[config.mk]
export PLATFORM = sky130hd
export DESIGN_NAME = uart_rx_fifo
export DESIGN_NICKNAME = d
export VERILOG_FILES = /design/src/rtl/uart_pkg.sv /design/src/rtl/uart_rx_fifo.sv
export SDC_FILE = /design/constraint.sdc
export NUM_CORES = 1
export LEC_CHECK = 0
export BUFFER_PORTS_ARGS = -buffer_cell sky130_fd_sc_hd__buf_2
export CORE_ASPECT_RATIO = 0.6
export CORE_UTILIZATION = 55
export DETAILED_ROUTE_END_ITERATION = 10
export GPL_ROUTABILITY_DRIVEN = 0
export GPL_TIMING_DRIVEN = 0
export PLACE_DENSITY = 0.73
export REMOVE_ABC_BUFFERS = 1
export SLEW_MARGIN = 20
export SYNTH_ARGS = -nofsm -noshare
export SYNTH_HDL_FRONTEND = slang
export SYNTH_SLANG_ARGS = --single-unit
[constraint.sdc]
create_clock -name clk -period 6.9 [get_ports clk]
set_input_delay 1.035 -clock clk [delete_from_list [all_inputs] [get_ports clk]]
set_output_delay 1.035 -clock clk [all_outputs]
set_load 0.01 [all_outputs]
[src/rtl/uart_pkg.sv]
// Shared UART definitions: receive FIFO sizing, entry layout and status-register bit positions.
package uart_pkg;

    localparam int UART_RX_FIFO_DEPTH = 16;

    // One receive FIFO slot: the byte plus the framing/stop error seen with it.
    typedef struct packed {
        logic       err;
        logic [7:0] data;
    } uart_rx_fifo_entry_t;

    localparam int SR_RXNE_BIT  = 0;
    localparam int SR_RXOVR_BIT = 5;
    localparam int SR_RXTHR_BIT = 6;

endpackage

[src/rtl/uart_rx_fifo.sv]
// Receive FIFO behind the UART receiver: show-ahead head entry, level/threshold flags
// and a sticky overrun bit for bytes dropped while full.
module uart_rx_fifo
    import uart_pkg::*;
#(
    parameter int  DEPTH  = UART_RX_FIFO_DEPTH,
    parameter int  DATA_W = 8,
    localparam int LVL_W  = $clog2(DEPTH + 1)
) (
    input  logic              clk,
    input  logic              rst,
    input  logic              flush,
    input  logic              push,
    input  logic [DATA_W-1:0] push_data,
    input  logic              push_err,
    input  logic              pop,
    output logic [DATA_W-1:0] head_data,
    output logic              head_err,
    output logic              empty,
    output logic              full,
    output logic [LVL_W-1:0]  level,
    input  logic [LVL_W-1:0]  threshold,
    output logic              thr_reached,
    output logic              overrun,
    input  logic              ovr_clr
);

    localparam int PTR_W = $clog2(DEPTH);

    typedef struct packed {
        logic              err;
        logic [DATA_W-1:0] data;
    } entry_t;

    entry_t           mem [DEPTH];
    entry_t           head;
    logic [PTR_W-1:0] wr_ptr;
    logic [PTR_W-1:0] rd_ptr;
    logic [LVL_W-1:0] level_q;
    logic             overrun_q;
    logic             push_ok;
    logic             pop_ok;
    logic             drop;

    // A pop on a full FIFO frees the slot the same-cycle push lands in.
    always_comb begin
        push_ok = 1'b0;
        pop_ok  = 1'b0;
        drop    = 1'b0;
        if (!flush) begin
            pop_ok  = pop && !empty;
            push_ok = push && (!full || pop);
            drop    = push && full && !pop;
        end
    end

    always_ff @(posedge clk) begin
        if (rst) begin
            wr_ptr    <= '0;
            rd_ptr    <= '0;
            level_q   <= '0;
            overrun_q <= 1'b0;
        end else begin
            if (flush) begin
                wr_ptr  <= '0;
                rd_ptr  <= '0;
                level_q <= '0;
            end else begin
                if (push_ok) wr_ptr <= wr_ptr + 1'b1;
                if (pop_ok)  rd_ptr <= rd_ptr + 1'b1;
                case ({push_ok, pop_ok})
                    2'b10:   level_q <= level_q + 1'b1;
                    2'b01:   level_q <= level_q - 1'b1;
                    default: level_q <= level_q;
                endcase
            end
            // A drop in the same cycle as ovr_clr must not be lost, so set beats clear.
            if (drop)         overrun_q <= 1'b1;
            else if (ovr_clr) overrun_q <= 1'b0;
        end
    end

    // NOTE: the storage array is deliberately left out of reset; empty masks stale slots.
    always_ff @(posedge clk) begin
        if (!rst && push_ok) mem[wr_ptr] <= entry_t'{err: push_err, data: push_data};
    end

    always_comb begin
        empty       = (level_q == '0);
        full        = (level_q == LVL_W'(DEPTH));
        level       = level_q;
        overrun     = overrun_q;
        thr_reached = (threshold != '0) && (level_q >= threshold);
        head        = empty ? '0 : mem[rd_ptr];
        head_data   = head.data;
        head_err    = head.err;
    end

endmodule

==> impl_metrics.env <==
export IMPL_outcome="completed"
export IMPL_hold_viol_final=0
export IMPL_seqCellArea_sq_um=4690
export IMPL_fin_ws_ns=3.33
export IMPL_final_area_sq_um=7860
export IMPL_antenna_found_initial=0
export IMPL_clkTransAtPathRegs_ns=0.06
export IMPL_synth_top_cell_area_share_pct=62.1
export IMPL_max_slew_margin_rel_pct=33.4
export IMPL_setup_viol=0
export IMPL_ys_ff_latch=162
export IMPL_drt_first_pass_iters=8
export IMPL_drt_total_wl_microns=14000
export IMPL_ir_drop_v=0.000219
export IMPL_place_area_sq_um=7210
export IMPL_seq_area_frac_synth_pct=67.2
export IMPL_total_power_mw=2.14
export IMPL_postRouteAntennaNets=0
export IMPL_syn_avg_cell_area_sq_um=18.4
export IMPL_synth_top_area_cell="edfxtp_1"
export IMPL_port_buffers=37
export IMPL_io_pins=38
export IMPL_start_util_pct=57.0
export IMPL_tritoncts="built"
export IMPL_antenna_cells=0
export IMPL_final_nets=450
export IMPL_placedCellCount=562
export IMPL_switching_share_pct=19.3
export IMPL_hpwl_microns=8530
export IMPL_synth_common_cells="144 x edfxtp_1, 20 x mux4_2, 18 x a211oi_1, 18 x dfxtp_1"
export IMPL_die_x_microns=147
export IMPL_period_share_pct=51.7
export IMPL_cts_post_setup_buffers_inserted=0
export IMPL_async_reset_ff_share_pct=0
export IMPL_cts_repair_resized=0
export IMPL_drive_gt1_share_pct=24.5
export IMPL_worstPathCellList="buf_12 > mux4_1 > nor2b_1 > a211oi_1 > a211oi_1 > buf_2"
export IMPL_cap_violations=0
export IMPL_multiInputGateArea_sq_um=2020
export IMPL_p_int_mw=1.73
export IMPL_crit_top_cell="a211oi_1"
export IMPL_drtIter0Drc=399
export IMPL_power_leakage_nw=2.67
export IMPL_rsz0062_at_grt="no"
export IMPL_clk_latency_ns=0.42
export IMPL_dieHeight_microns=89.2
export IMPL_pre_cts_ws_ns=2.97
export IMPL_grt_max_degree=26
export IMPL_fin_util_pct=64.3
export IMPL_vias_per_cell=6.20
export IMPL_whs_ns=0.545
export IMPL_cp_start_kind="register"
export IMPL_clock_fmax_mhz=280
export IMPL_yosysMostFrequentCell="edfxtp_1"
export IMPL_drc_errors=0
export IMPL_synth_edf_count=144
export IMPL_critPathMaxFanout=25
export IMPL_dieArea_sq_um=13100
export IMPL_drt_wirelength_per_cell_microns=23.5
export IMPL_tightestPinTransition_ns=0.998
export IMPL_grt_pass1_vias=3617
export IMPL_synth_area_leaders="edfxtp_1 62%, mux4_2 6.5%, mux4_1 6.0%"
export IMPL_clk_path_buf_depth=2
export IMPL_finalClockSkew_ns=0.00596
export IMPL_syn_cell_area_sq_um=6970
export IMPL_finalNonFillerCells=594
export IMPL_num_vias=3680
export IMPL_final_min_clock_period_ns=3.57
export IMPL_yosys_warnings=0
export IMPL_gr_usage_all_layers_pct=23.5
export IMPL_cts_hold_buf=0
export IMPL_core_sq_um=12200
export IMPL_htree_num_levels=4
export IMPL_synth_cell_types=52
export IMPL_clock_sinks=162
export IMPL_hold_class="register to register"
export IMPL_power_density_nw_per_um2=272
export IMPL_syn_inst=379
export IMPL_grt_overflow_total=0
export IMPL_rrSetupSlack_ns=3.53
export IMPL_critPathMaxStageDelay_ns=0.57
export IMPL_fill_cells=838
export IMPL_pwr_share_seq_pct=50.1
export IMPL_crit_arrival_ns=2.53
export IMPL_cts_root_buf="clkbuf_16"
export IMPL_numCtsBuffers=17
export IMPL_drv_slew=0
export IMPL_area_growth_pct=12.8
export IMPL_path_class="register to primary output"
export IMPL_required_ns=5.86
export IMPL_power_switching_mw=0.412
export IMPL_power_frac_comb_pct=2.5
export IMPL_slowest_stage="dfxtp_2"
export IMPL_clkPwrFrac_pct=47.4
export IMPL_grt_pass1_wl_microns=21500
export IMPL_synth_ff_type="edfxtp_1"
export IMPL_cp_end_kind="primary output"
export IMPL_rows=31
export IMPL_setup_tns_ns=0
## cell families after synthesis
| logic type | Yosys count | synth area share (%) |
|---|---|---|
| simple gates | 68 | 6.30 |
| buf+inv | 36 | 3.90 |
| xor+xnor | 8 | 1.01 |
| fa+ha+maj | 14 | 2.51 |
| flops | 162 | 67.2 |
| compound gates | 43 | 4.80 |
| mux | 48 | 14.2 |
## worst paths after layout
path / endpoint / cells after the start / start
max: head_data[5] / 6 / register
min reg2reg: rd_ptr[2] / 2 / rd_ptr[2]
max reg2reg: level[4] / 9 / level[1]
min: rd_ptr[2] / 2 / rd_ptr[2]
## flip-flops by register name, summed over array words and instances (netlist names), named ones only
| register | flops |
|---|---|
| overrun | 1 |
| rd_ptr | 4 |
| mem | 144 |
| level | 5 |
| wr_ptr | 4 |
## layout by cell type, fill, tap and decap left out, types with 3 or more instances in the layout
master	n
a211o_1	3
a211oi_1	18
a21oi_1	6
and3_1	16
buf_12	3
buf_2	37
bufinv_16	5
clkbuf_16	17
clkinv_1	3
clkinv_4	3
clkinvlp_4	3
dfxtp_1	15
dfxtp_2	3
edfxtp_1	144
ha_1	14
inv_1	14
mux2i_1	11
mux4_1	16
mux4_2	20
nand2b_1	3
nand3_1	5
nor2_1	13
nor2b_1	8
nor3b_1	3
xnor2_1	3
xor2_1	5
## per-layer routing
layer | wire, microns | global-route usage, %
met5 | 0 | 0
met4 | 231 | 8.34
met3 | 1010 | 5.61
met2 | 6290 | 35.3
met1 | 6430 | 34.2
## power by group through the flow
stage / Combinational, mW / Sequential [mW] / Clock [mW]
after global placement: 0.0488 / 1.09 / 0
final: 0.0534 / 1.07 / 1.01
after CTS: 0.0533 / 1.07 / 1.02
after detailed placement: 0.0529 / 1.09 / 0
after floorplan: 0.0241 / 1.09 / 0
after global routing: 0.0590 / 1.07 / 1.06
## worst max-delay path, delay by kind of cell (launching register included)
| kind | cells | cell delay (ns) |
|---|---|---|
| buffers and inverters | 2 | 0.47 |
| AND/OR/NAND/NOR | 1 | 0.14 |
| multiplexers | 1 | 0.57 |
| AO/OA/AOI/OAI | 2 | 0.35 |
| flip-flops | 1 | 0.57 |
## cell type report
type / count / share of cell area, %
well taps: 165 / 2.63
inverters: 14 / 0.669
multi-input cells: 181 / 25.7
clock inverters: 15 / 2.74
clock buffers: 17 / 5.42
repair buffers: 40 / 3.12
flip-flops and latches: 162 / 59.7
(Power assumes the default switching activity.)
